--- config.mk ---
export PLATFORM = sky130hd
export DESIGN_NAME = c64_debug_bridge
export DESIGN_NICKNAME = d
export VERILOG_FILES = /design/src/rtl/c64_debug_pkg.sv /design/src/rtl/c64_debug_bridge_timeout.sv /design/src/rtl/c64_debug_bridge.sv
export SDC_FILE = /design/constraint.sdc
export NUM_CORES = 1
export LEC_CHECK = 0
export CORE_MARGIN = 8
export CORE_UTILIZATION = 55
export CTS_BUF_LIST = sky130_fd_sc_hd__clkbuf_16
export CTS_CLUSTER_DIAMETER = 30
export CTS_CLUSTER_SIZE = 20
export DETAILED_ROUTE_END_ITERATION = 7
export PLACE_DENSITY = 0.9
export SYNTH_ARGS = -nofsm -noshare
export SYNTH_HDL_FRONTEND = slang
export SYNTH_SLANG_ARGS = --single-unit
--- constraint.sdc ---
create_clock -name clk -period 3.6 [get_ports clk]
set_clock_uncertainty 0.1 [all_clocks]
set_input_delay 0.72 -clock clk [delete_from_list [all_inputs] [get_ports clk]]
set_output_delay 0.72 -clock clk [all_outputs]
set_load 0.005 [all_outputs]
--- src/rtl/c64_debug_pkg.sv ---
// Shared definitions for the UART debug bridge: host opcodes, FSM encoding
// and default response bytes.
package c64_debug_pkg;

    localparam logic [7:0] OP_RD   = 8'h01;
    localparam logic [7:0] OP_WR   = 8'h02;
    localparam logic [7:0] OP_BRD  = 8'h03;
    localparam logic [7:0] OP_BWR  = 8'h04;
    localparam logic [7:0] OP_PING = 8'h05;

    localparam logic [7:0] DEF_ACK_BYTE = 8'h06;
    localparam logic [7:0] DEF_VERSION  = 8'h02;

    typedef enum logic [2:0] {
        ST_IDLE,
        ST_ADDR,
        ST_LEN,
        ST_DATA,
        ST_BUS,
        ST_TX
    } state_t;

endpackage

--- src/rtl/c64_debug_bridge_timeout.sv ---
// Inter-byte idle counter: counts enabled cycles since the last clear and
// flags the cycle in which LIMIT idle cycles have elapsed.
module c64_debug_timeout #(
    parameter int unsigned LIMIT = 1000000
) (
    input  logic clk,
    input  logic reset,
    input  logic clear,
    input  logic enable,
    output logic expire
);

    localparam int W = $clog2(LIMIT + 1);

    logic [W-1:0] count;

    // A clear in the same cycle always wins, so a late byte is never abandoned.
    assign expire = enable && !clear && (count == W'(LIMIT - 1));

    always_ff @(posedge clk or posedge reset) begin
        if (reset) begin
            count <= '0;
        end else if (clear || !enable || expire) begin
            count <= '0;
        end else begin
            count <= count + 1'b1;
        end
    end

endmodule

--- src/rtl/c64_debug_bridge.sv ---
// UART-to-debug-bus bridge: decodes host peek/poke/burst/ping commands and
// runs them over a request/ack bus, returning responses to the UART.
module c64_debug_bridge
    import c64_debug_pkg::*;
#(
    parameter int         ADDR_W   = 16,
    parameter int         TIMEOUT  = 1000000,
    parameter logic [7:0] ACK_BYTE = DEF_ACK_BYTE,
    parameter logic [7:0] VERSION  = DEF_VERSION
) (
    input  logic              clk,
    input  logic              reset,
    input  logic              uart_rx_byte_valid,
    input  logic [7:0]        uart_rx_byte,
    input  logic              uart_tx_busy,
    output logic              uart_tx_byte_valid,
    output logic [7:0]        uart_tx_byte,
    output logic [ADDR_W-1:0] debug_addr,
    output logic [7:0]        debug_data_o,
    input  logic [7:0]        debug_data_i,
    output logic              debug_we,
    output logic              debug_request,
    input  logic              debug_ack,
    output logic              rx_overrun
);

    localparam int NB = ADDR_W / 8;

    state_t            state, state_next;
    logic [7:0]        op;
    logic [1:0]        byte_cnt;
    logic [7:0]        count;      // remaining accesses; 0 encodes 256
    logic              we_q;
    logic              expire;
    logic              last;
    logic              is_read;
    logic              addr_done;
    logic [ADDR_W-1:0] addr_shift;

    assign last          = (count == 8'd1);
    assign is_read       = !we_q && (op != OP_PING);
    assign addr_done     = (byte_cnt == 2'(NB - 1));
    assign debug_request = (state == ST_BUS);
    assign debug_we      = we_q && (state == ST_BUS);

    if (ADDR_W > 8) begin : g_shift
        assign addr_shift = {debug_addr[ADDR_W-9:0], uart_rx_byte};
    end else begin : g_byte
        assign addr_shift = uart_rx_byte;
    end

    c64_debug_timeout #(.LIMIT(TIMEOUT)) u_timeout (
        .clk    (clk),
        .reset  (reset),
        .clear  (uart_rx_byte_valid),
        .enable (state == ST_ADDR || state == ST_LEN || state == ST_DATA),
        .expire (expire)
    );

    always_ff @(posedge clk or posedge reset) begin
        if (reset) begin
            state <= ST_IDLE;
        end else begin
            state <= state_next;
        end
    end

    // NOTE: state_next is defaulted first so no path through the case can infer a latch.
    always_comb begin
        state_next = state;
        case (state)
            ST_IDLE: if (uart_rx_byte_valid) begin
                case (uart_rx_byte)
                    OP_RD, OP_WR, OP_BRD, OP_BWR: state_next = ST_ADDR;
                    OP_PING:                      state_next = ST_TX;
                    default:                      state_next = ST_IDLE;
                endcase
            end
            ST_ADDR: if (expire) begin
                state_next = ST_IDLE;
            end else if (uart_rx_byte_valid && addr_done) begin
                if (op == OP_RD)      state_next = ST_BUS;
                else if (op == OP_WR) state_next = ST_DATA;
                else                  state_next = ST_LEN;
            end
            ST_LEN: if (expire) begin
                state_next = ST_IDLE;
            end else if (uart_rx_byte_valid) begin
                state_next = (op == OP_BRD) ? ST_BUS : ST_DATA;
            end
            ST_DATA: if (expire) begin
                state_next = ST_IDLE;
            end else if (uart_rx_byte_valid) begin
                state_next = ST_BUS;
            end
            ST_BUS: if (debug_ack) begin
                state_next = (we_q && !last) ? ST_DATA : ST_TX;
            end
            ST_TX: if (!uart_tx_busy) begin
                state_next = (is_read && !last) ? ST_BUS : ST_IDLE;
            end
            default: state_next = ST_IDLE;
        endcase
    end

    // NOTE: sequential state uses non-blocking assignments so every register samples pre-edge values.
    always_ff @(posedge clk or posedge reset) begin
        if (reset) begin
            op                 <= '0;
            byte_cnt           <= '0;
            count              <= '0;
            we_q               <= 1'b0;
            debug_addr         <= '0;
            debug_data_o       <= '0;
            uart_tx_byte       <= '0;
            uart_tx_byte_valid <= 1'b0;
            rx_overrun         <= 1'b0;
        end else begin
            uart_tx_byte_valid <= 1'b0;
            rx_overrun         <= uart_rx_byte_valid && (state == ST_BUS || state == ST_TX);
            case (state)
                ST_IDLE: if (uart_rx_byte_valid) begin
                    op       <= uart_rx_byte;
                    byte_cnt <= '0;
                    count    <= 8'd1;
                    we_q     <= (uart_rx_byte == OP_WR) || (uart_rx_byte == OP_BWR);
                    if (uart_rx_byte == OP_PING) uart_tx_byte <= VERSION;
                end
                ST_ADDR: if (uart_rx_byte_valid) begin
                    debug_addr <= addr_shift;
                    byte_cnt   <= byte_cnt + 1'b1;
                end
                ST_LEN:  if (uart_rx_byte_valid) count <= uart_rx_byte;
                ST_DATA: if (uart_rx_byte_valid) debug_data_o <= uart_rx_byte;
                ST_BUS: if (debug_ack) begin
                    if (we_q) begin
                        debug_addr <= debug_addr + 1'b1;
                        count      <= count - 8'd1;
                        if (last) uart_tx_byte <= ACK_BYTE;
                    end else begin
                        uart_tx_byte <= debug_data_i;
                    end
                end
                ST_TX: if (!uart_tx_busy) begin
                    uart_tx_byte_valid <= 1'b1;
                    if (is_read) begin
                        debug_addr <= debug_addr + 1'b1;
                        count      <= count - 8'd1;
                    end
                end
                default: ;
            endcase
        end
    end

endmodule

; Yosys cells after proc, flatten, opt, wreduce, memory -nomap -nowiden
; Index checks and enable logic that the tools add are counted.
[totals]
ff_bits = 76
latchBits = 0
mem_bits_rw = 0
mem_bits_ro = 0
output_inout_bits = 36
memories = 0
[classes]
addsub = 4
mul = 0
n_div = 0
order_cmp = 0
n_eq_ne = 29
shifts = 0
mux = 41
n_bitwise = 0
n_reduce_logical = 31
[ops]
columns = op, n
row1 = $mux W8, 11
row2 = $mux W16, 5
row3 = $pmux W16 S3, 1
row4 = $mux W3, 13
row5 = $eq A8 B2 Y1 const B, 4
row6 = $pmux W8 S4, 1
row7 = $eq A8 B1 Y1 const B, 3
row8 = $add A20 B1 Y20 const B, 1
row9 = $eq A20 B20 Y1 const B, 1
row10 = $mux W20, 1
row11 = $pmux W3 S6, 1
row12 = $add A16 B1 Y16 const B, 1
row13 = $eq A8 B3 Y1 const B, 2
row14 = $pmux W8 S2, 1
row15 = $ne A2 B2 Y1 const B, 6
row16 = $reduce_and A6 Y1, 2
row17 = $ne A3 B2 Y1 const B, 3
row18 = $logic_and A1 B1 Y1, 8
row19 = $ne A8 B3 Y1 const B, 1
row20 = $sub A8 B1 Y8 const B, 1
row21 = $reduce_and A7 Y1, 1
row22 = $eq A3 B2 Y1 const B, 2
row23 = $eq A3 B3 Y1 const B, 2
row24 = $logic_or A1 B1 Y1, 6
row25 = other kinds (18), 27

; Longest topological paths before layout
; Gate-level depths: netlist of run 1.
[depth]
ltp_word = 7
ltp_mapped = 8
depth_no_buf = 7

; By module
; From an unflattened synthesis of run 1, not the netlist that was laid out.
[hier_totals]
hier_cells = 435
area_unflattened_um2 = 4186.5
[by_module_without_submodules]
columns = mod, n_inst, cells_each, area_each_um2
row1 = c64_debug_bridge, 1, 332, 3146.8
row2 = c64_debug_timeout, 1, 103, 1039.7

; Worst setup path after synthesis of run 1
; No wires, ideal clock.
[synth_path]
kind = in2reg
startpoint = in uart_rx_byte[4]
endpoint = reg uart_tx_byte[1]
setup_time_ns = 0.128
t_arrival_ns = 2.001
setup_slack_ns = 1.371
cell_stages = 5
path_buffers = 0
path_cell_list = or4_4 -> nor2_1 -> a32o_1 -> nand2_2 -> mux2_1
[synth_between]
elab_chain_cells = 3
[synth_lines]
columns = item, line_no
row1 = "start, declared", c64_debug_bridge.sv:14  ; input logic [7:0] uart_rx_byte,
row2 = $eq A8 B3 Y1, c64_debug_bridge.sv:127  ; if (uart_rx_byte == OP_PING) uart_tx_byte <= VERSION;
row3 = $ne A2 B2 Y1 (no line), --
row4 = $reduce_and A5 Y1 (no line), --
row5 = "end signal, assigned", c64_debug_bridge.sv:141  ; uart_tx_byte <= debug_data_i;
row6 = "end, declared", c64_debug_bridge.sv:17  ; output logic [7:0] uart_tx_byte,
; No other way between the ends.
; A chain may end at the register's enable or synchronous reset.

; Worst setup path in the final report of run 1
[layout_path]
startpoint = reg state[1]
endpoint = out debug_request
[layout_between]
elab_chain_cells = 1
[layout_lines]
columns = item, line_no
row1 = "start, declared", c64_debug_bridge.sv:29  ; state_t state, state_next;
row2 = "start signal, assigned", c64_debug_bridge.sv:64  ; state <= state_next;
row3 = $eq A3 B3 Y1, c64_debug_bridge.sv:43  ; assign debug_request = (state == ST_BUS);
row4 = "end, declared", c64_debug_bridge.sv:22  ; output logic debug_request,
; No other way between the ends.

==> reports/results.md, run 1 <==
| Step | Quantity | This run |
| --- | --- | --- |
| clock network | Clock latency at the later pin of the worst-skew pair | 0.34 ns |
| setup path | Highest fanout seen on the critical path | 18 |
| sta | Hold Worst Slack | 0.389 ns |
| floorplanning | Area inside the core boundary | 7610 µm² |
| global route | Final global-route overflow total | 0 |
| floorplanning | Initial Util | 55.6% |
| synthesis | Register area share after synthesis | 44.9% |
| setup path | Critical path launch point | state[1] |
| floorplanning | Ports | 57 |
| sta | Tcrit/Tclk final | 81.6% |
| drt | Routed wire length | 11,000 µm |
| setup path | Critical path arrival | 2.12 ns |
| synthesis | Cell area after synthesis | 4230 µm² |
| synthesis | Area contributors post-synth | sky130_fd_sc_hd__dfrtp_1 (45%), sky130_fd_sc_hd__nor2_1 (4.8%), sky130_fd_sc_hd__mux2_2 (4.3%) |
| drt | Total DRC errors in the routed layout | 1 |
| synthesis | Number of different library cells in the post-synthesis netlist | 65 |
| sta | Max-slew headroom | 21.6% |
| clock network | TritonCTS clock tree | yes |
| sta | Unrepaired setup endpoints after global routing | false |
| clock network | Number of H-tree branching levels | 3 |
| global route | All-Layer GR Usage | 20.6% |
| sta | Pins over their slew limit | 0 |
| min path | Endpoint, Worst Hold | u_timeout.count[0] |
| synthesis | Fraction of post-synthesis cell area in the top cell type by area | 44.9% |
| sta | Highest attainable clock frequency | 0.341 GHz |
| synthesis | Most used standard cells in the synthesized netlist | sky130_fd_sc_hd__dfrtp_1 (76), sky130_fd_sc_hd__nor2_1 (54), sky130_fd_sc_hd__nand2_1 (30), sky130_fd_sc_hd__a21oi_1 (24), sky130_fd_sc_hd__inv_1 (23) |
| drt | Detailed Routing Iterations Pass 1 | 7 |
| floorplanning | Die outline height | 104 µm |
| setup path | Number of cells on the worst reg-to-reg path | 5 |
| drt | WL/cell | 18.1 µm |
| sta | Transition at the pin with the smallest max-transition slack | 1.17 ns |
| min path | Number of instances on the worst hold path | 1 |
| drt | Residual antenna-violating net count after detailed routing | 0 |
| synthesis | Primary FF master, synth | sky130_fd_sc_hd__dfrtp_1 |
| power | Power after layout | 4.07 mW |
| layout | Layout Nets | 526 |
| power | Cell Pwr Density | 789 nW/µm² |
| setup path | Ordered cell list for the critical path | nor2_1 -> nand2_1 -> inv_1 -> clkdlybuf4s50_1 |
| global route | Largest net degree at the start of global routing | 77 |
| synthesis | Number of enable-type register cells in the synthesized netlist | 0 |
| synthesis | Synthesized area per cell | 9.40 µm² |
| layout | Share of post-route cells with drive strength above 1 | 10.1% |
| setup path | Launch instance of the worst register-to-register path | state[2] |
| setup path | Critical R2R Capture | debug_addr[4] |
| sta | Hold Vio Cnt, Final | 0 |
| synthesis | Number of storage elements in the synthesis netlist | 76 |
| placement | Half-perimeter wire length after detailed placement | 7570 µm |
| layout | Inserted Diodes | 0 |
| run | Reported max-cap violation count | 0 |
| synthesis | Dominant cell type by area after synthesis | sky130_fd_sc_hd__dfrtp_1 |
| floorplanning | Row count | 32 |
| synthesis | Cell count after synthesis | 450 |
| synthesis | Syn_nets | 476 |
| layout | Number of inserted filler cells in the final layout | 550 |
| global route | First-pass GRT wire length | 18,500 µm |
| global route | Via count of the first global-routing pass | 3,763 |
| run status | Violations in the final reports | design-rule violations |
| global route | Number of antenna violations at the first check in global routing | 0 |
| setup path | Critical path launch point type | register |
| setup path | Setup slack on the worst flop-to-flop path | 0.86 ns |
| min path | HP Class | register to register |
| sta | Time the final worst path needs with I/O delays and setup | 2.94 ns |
| min path | Hold wc startpoint | u_timeout.count[0] |
| setup path | Slowest library cell on the worst path | sky130_fd_sc_hd__dfrtp_1 |
| drt | Drt first-iter violations | 263 |
| clock network | Setup Buffers After CTS | 0 |
| floorplanning | Die footprint | 10,800 µm² |
| clock network | Clock-pin slew of the registers on the worst-case setup and hold paths | 0.06 ns |
| synthesis | FFs w/ async S/R, synth | 100% |
| floorplanning | Chip Width | 104 µm |
| clock network | Largest buffer count on any clock path | 2 |
| layout | Layout area overhead | 21.9% |
| sta | Fin Setup TNS | 0 ns |
| run status | Result of the run | finished with violations |
| setup path | Critical Path Max Stage Delay | 0.61 ns |
| drt | Ratio of routed vias to standard cells | 6.31 |
| clock network | Count of clock tree sinks | 76 |
| power | Maximum ir drop on the vdd rail | 0.000322 V |
| sta | Setup Viol. Count Final | 0 |
| drt | Via count | 3,828 |
| clock network | Cts-stage hold buffer count | 0 |
| layout | Cell area after layout | 5160 µm² |
| synthesis | Warning count from the yosys run | 0 |
| placement | I/O Buffers | 56 |
| synthesis | Most common cell in the netlist | sky130_fd_sc_hd__dfrtp_1 |
| power | Static power due to leakage | 2.07 nW |
| setup path | Worst Setup Path Type | register to output port |
| clock network | Cts repair resizes | 0 |
| clock network | Number of CTS-inserted buffers | 9 |
| placement | Cell Area, Placed | 4850 µm² |
| clock network | Root buffer cell | sky130_fd_sc_hd__clkbuf_16 |
| setup path | Required time reported for the critical path endpoint | 2.78 ns |
| setup path | Type of element capturing the critical path | output port |
| placement | GPL Wtd Cong | 0.930 |
per-layer routing:
metal  up-vias  share of wire [%]  track usage (%)
met4         0                1.9             8.79
met3        29                6.7             4.03
met5         -                  0                0
met1      1884                 41             25.1
li1       1741                  -                -
met2       174                 50             34.6
power breakdown:
part	switching, mW	internal, mW
Combinational	0.826	0.808
Clock	0.373	0.546
Sequential	0.368	1.15
layout make-up:
class                      instances  area (µm²)  area share (%)
tap                              102         128            2.47
multi-input combinational        329        2130            41.2
clock inverter                     7        80.1            1.55
timing repair buffer              61         611            11.8
clock buffer                       9         225            4.37
inverter                          23        86.3            1.67
sequential                        76        1900            36.9
metrics by stage:
stage          setup WS, ns  cells  util, %
6_report              0.664    607     67.8
5_1_grt               0.559    607     67.8
4_1_cts               0.685    607     67.8
3_5_place_dp          0.541    591     63.8
3_3_place_gp          0.649    591     63.8
2_1_floorplan         0.842    450        -
critical path, delay by kind of cell (launching register included):
family,cells,cell delay (ns)
flops,1,0.61
simple gates,2,0.49
buf+inv,2,0.69
registers in the layout (all words and copies together), names as in the netlist:
| register | count |
|---|---|
| u_timeout.count | 20 |
| debug_addr | 16 |
| count | 8 |
| debug_data_o | 8 |
| op | 8 |
| uart_tx_byte | 8 |
| state | 3 |
| byte_cnt | 2 |
| rx_overrun | 1 |
| uart_tx_byte_valid | 1 |
| we_q | 1 |
worst max-delay path by stage:
stage,end,slack [ns],cells after the start
2_1_floorplan,byte_cnt[0],0.84,1
5_1_grt,debug_request,0.56,4
3_5_place_dp,debug_addr[5],0.54,6
6_report,debug_request,0.66,4
3_3_place_gp,debug_addr[13],0.65,6
4_1_cts,debug_request,0.69,4
placed cells by master, fill, tap and decap left out, drive strengths merged, types with 5 or more instances in the layout:
cell type and count:
o21ai 22, nand3 18, mux2 18, nand2b 6
inv 27, nor4 5, nor2b 6, o22ai 6
buf 5, o31ai 8, and4 6, a31oi 6
nand2 31, nor2 55, clkdlybuf4s50 56, nor3 16
o211ai 5, ha 5, clkbuf 9, dfrtp 76
xnor2 17, nand4 7, mux2i 6, a21oi 24
cells by family (layout without fill, tap and decap cells):
family                   Yosys count  after routing  synth area share, %
AND/OR/NAND/NOR                  177            177                 21.6
AO/OA/AOI/OAI                    104            104                 17.0
flip-flops                        76             76                 44.9
buffers and inverters             45            100                 4.79
multiplexers                      24             24                 6.21
XOR/XNOR                          19             19                 3.93
adder cells (fa/ha/maj)            5              5                 1.48
Note: power is estimated with default switching activity, not from simulation.
==> run 2, diff against run 1 <==
==> constraint.sdc (replaced) <==
create_clock -name clk -period 3.1 [get_ports clk]
set_clock_uncertainty 0.1 [all_clocks]
set_input_delay 0.62 -clock clk [delete_from_list [all_inputs] [get_ports clk]]
set_output_delay 0.62 -clock clk [all_outputs]
set_load 0.005 [all_outputs]
==> run 2 against run 1 <==
Against the previous run:
- the flow now finishes without violations
- clock power grew 7.9%
- sequential power increased by 14%
- non-clock buffer count is 6 higher
- first-iteration DRC count increased by 37%
- clock-buffer cell count stayed put
- critical endpoint unchanged
- highest routed layer unchanged
==> reports/results.md, run 2 (synthesis results as in run 1) <==
| Step | Quantity | This run | Change |
| --- | --- | --- | --- |
| clock network | Cts-stage hold buffer count | 0 | unchanged |
| power | Cell Pwr Density | 905 nW/µm² | +15% |
| sta | Fin Setup TNS | 0 ns | unchanged |
| clock network | Cts repair resizes | 0 | unchanged |
| setup path | Highest fanout seen on the critical path | 14 | -4 |
| drt | Ratio of routed vias to standard cells | 6.25 | -0.82% |
| global route | Final global-route overflow total | 0 | unchanged |
| layout | Fraction of the core area covered by cells at the end of the flow | 68.1% | +0.30 points |
| sta | Tcrit/Tclk final | 93.0% |  |
| floorplanning | Initial Util | 55.6% | unchanged |
| setup path | Worst Setup Path Type | register to output port |  |
| sta | Highest attainable clock frequency | 0.347 GHz |  |
| drt | Residual antenna-violating net count after detailed routing | 0 | unchanged |
| global route | First-pass GRT wire length | 19,000 µm | +2.8% |
| global route | Via count of the first global-routing pass | 3,876 | +3.0% |
| layout | Highest-count cells in the layout ignoring fill and taps | sky130_fd_sc_hd__dfrtp_1 (76), sky130_fd_sc_hd__clkdlybuf4s50_1 (56), sky130_fd_sc_hd__nor2_1 (54), sky130_fd_sc_hd__nand2_1 (30), sky130_fd_sc_hd__a21oi_1 (24) |  |
| clock network | Clock-pin slew of the registers on the worst-case setup and hold paths | 0.06 ns | about the same |
| clock network | Clock latency at the later pin of the worst-skew pair | 0.34 ns | about the same |
| setup path | Critical path arrival | 2.16 ns | +0.04 ns |
| placement | GPL Wtd Cong | 0.912 | -1.9% |
| floorplanning | Row count | 32 | unchanged |
| sta | Time the final worst path needs with I/O delays and setup | 2.88 ns |  |
| run status | Result of the run | finished, final reports clean |  |
| layout | Leading registers by flop count | u_timeout.count x20, debug_addr x16 |  |
| drt | WL/cell | 18.3 µm | +1.4% |
| sta | Hold Vio Cnt, Final | 0 | unchanged |
| global route | Largest net degree at the start of global routing | 49 | -36% |
| layout | Largest register FFs | 20 | unchanged |
| placement | I/O Buffers | 56 | unchanged |
| setup path | Launch instance of the worst register-to-register path | state[0] |  |
| min path | HP Class | register to register |  |
| min path | Hold wc startpoint | u_timeout.count[0] |  |
| setup path | Type of element capturing the critical path | output port |  |
| floorplanning | Ports | 57 | unchanged |
| sta | Hold Worst Slack | 0.389 ns | +0.000137 ns |
| floorplanning | Die outline height | 104 µm | unchanged |
| layout | Share of post-route cells with drive strength above 1 | 11.2% | +1.1 points |
| setup path | Ordered cell list for the critical path | nor2_1 -> nand2_1 -> inv_1 -> clkdlybuf4s50_1 |  |
| setup path | Slowest library cell on the worst path | sky130_fd_sc_hd__dfrtp_1 |  |
| clock network | Count of clock tree sinks | 76 | unchanged |
| layout | Commonest non-fill, non-tap cell in the layout | sky130_fd_sc_hd__dfrtp_1 |  |
| setup path | Critical Path Max Stage Delay | 0.58 ns | -0.03 ns |
| placement | Half-perimeter wire length after detailed placement | 8050 µm | +6.4% |
| layout | Inserted Diodes | 0 | unchanged |
| setup path | Critical path launch point | state[0] |  |
| drt | Routed wire length | 11,200 µm | +2.4% |
| floorplanning | Chip Width | 104 µm | unchanged |
| layout | Layout Nets | 532 | +1.1% |
| layout | Layout area overhead | 22.4% |  |
| clock network | Root buffer cell | sky130_fd_sc_hd__clkbuf_16 |  |
| setup path | Critical path launch point type | register |  |
| global route | All-Layer GR Usage | 21.2% | +0.66 points |
| layout | Register containing the most flip-flops in the final layout | u_timeout.count |  |
| sta | Max-slew headroom | 13.2% | -8.4 points |
| floorplanning | Die footprint | 10,800 µm² | unchanged |
| power | Power after layout | 4.69 mW | +15% |
| floorplanning | Area inside the core boundary | 7610 µm² | unchanged |
| clock network | Setup Buffers After CTS | 0 | unchanged |
| clock network | Largest buffer count on any clock path | 2 | unchanged |
| run | Reported max-cap violation count | 0 | unchanged |
| sta | Setup Viol. Count Final | 0 | unchanged |
| drt | Detailed Routing Iterations Pass 1 | 5 | -2 |
| clock network | TritonCTS clock tree | yes |  |
| sta | Transition at the pin with the smallest max-transition slack | 1.29 ns | +0.125 ns |
| drt | Via count | 3,834 | +0.16% |
| sta | Pins over their slew limit | 0 | unchanged |
| global route | Number of antenna violations at the first check in global routing | 0 | unchanged |
| drt | Total DRC errors in the routed layout | 0 | -1 |
| sta | Unrepaired setup endpoints after global routing | false |  |
| power | Maximum ir drop on the vdd rail | 0.000413 V | +28% |
| setup path | Required time reported for the critical path endpoint | 2.38 ns | -0.40 ns |
| clock network | Number of CTS-inserted buffers | 9 | unchanged |
| clock network | Number of H-tree branching levels | 3 | unchanged |
| drt | Drt first-iter violations | 359 | +37% |
| power | Static power due to leakage | 2.09 nW | +0.74% |
==> run 2: final cells by class <==
type,instances,area [µm²]
tap,102,128
inverter,23,86.3
sequential,76,1900
multi-input combinational,329,2130
timing repair buffer,67,656
fill,537,2430
clock inverter,7,57.6
clock buffer,9,225
==> run 2: worst max-delay path: cells and delay by family (launching register included) <==
kind                   cells  cell delay (ns)
DFF                        1             0.58
and+or+nand+nor            2             0.55
buffers and inverters      2             0.70
==> run 2: per-stage QoR <==
step / cell area, µm² / instances / worst slack (ns)
2_1_floorplan: 4230 / 450 / 0.442
3_3_place_gp: 4900 / 597 / 0.334
3_5_place_dp: 4900 / 597 / 0.281
4_1_cts: 5180 / 613 / 0.247
5_1_grt: 5180 / 613 / 0.103
6_report: 5180 / 613 / 0.216
==> run 2: final timing paths <==
kind                                       end  slack (ns)  cells past startpoint
max                              debug_request        0.22                      4
min                         u_timeout.count[0]        0.39                      1
max reg2reg                     debug_addr[10]        0.42                      4
min reg2reg                 u_timeout.count[0]        0.39                      1
max in group asynchronous      uart_tx_byte[7]        1.64                      3
min in group asynchronous  u_timeout.count[16]        0.58                      2
==> run 2: report_power, final <==
group | switching, mW | leakage [nW] | total [mW] | internal (mW)
logic | 0.986 | 0.999 | 1.96 | 0.976
registers | 0.398 | 0.961 | 1.73 | 1.34
clock network | 0.441 | 0.129 | 0.992 | 0.551
total | 1.82 | 2.09 | 4.69 | 2.86
==> run 2: per-layer routing <==
metal / global-route usage, % / up-vias / wire length [µm]
met5: 0 / - / 0
met4: 8.89 / 0 / 240
met3: 4.21 / 23 / 724
met2: 36.7 / 177 / 5810
met1: 25.2 / 1883 / 4470
li1: - / 1751 / -
==> run 3, diff against run 2 <==
--- a/config.mk
+++ b/config.mk
@@ -5,10 +5,10 @@
 export SDC_FILE = /design/constraint.sdc
 export NUM_CORES = 1
 export LEC_CHECK = 0
+export ABC_CLOCK_PERIOD_IN_PS = 3100
 export CORE_MARGIN = 8
 export CORE_UTILIZATION = 55
 export CTS_BUF_LIST = sky130_fd_sc_hd__clkbuf_16
-export CTS_CLUSTER_DIAMETER = 30
 export CTS_CLUSTER_SIZE = 20
 export DETAILED_ROUTE_END_ITERATION = 7
 export PLACE_DENSITY = 0.9
==> results of run 3 <==
Same layout as run 2: the final DEF is identical, and so are final timing and power.
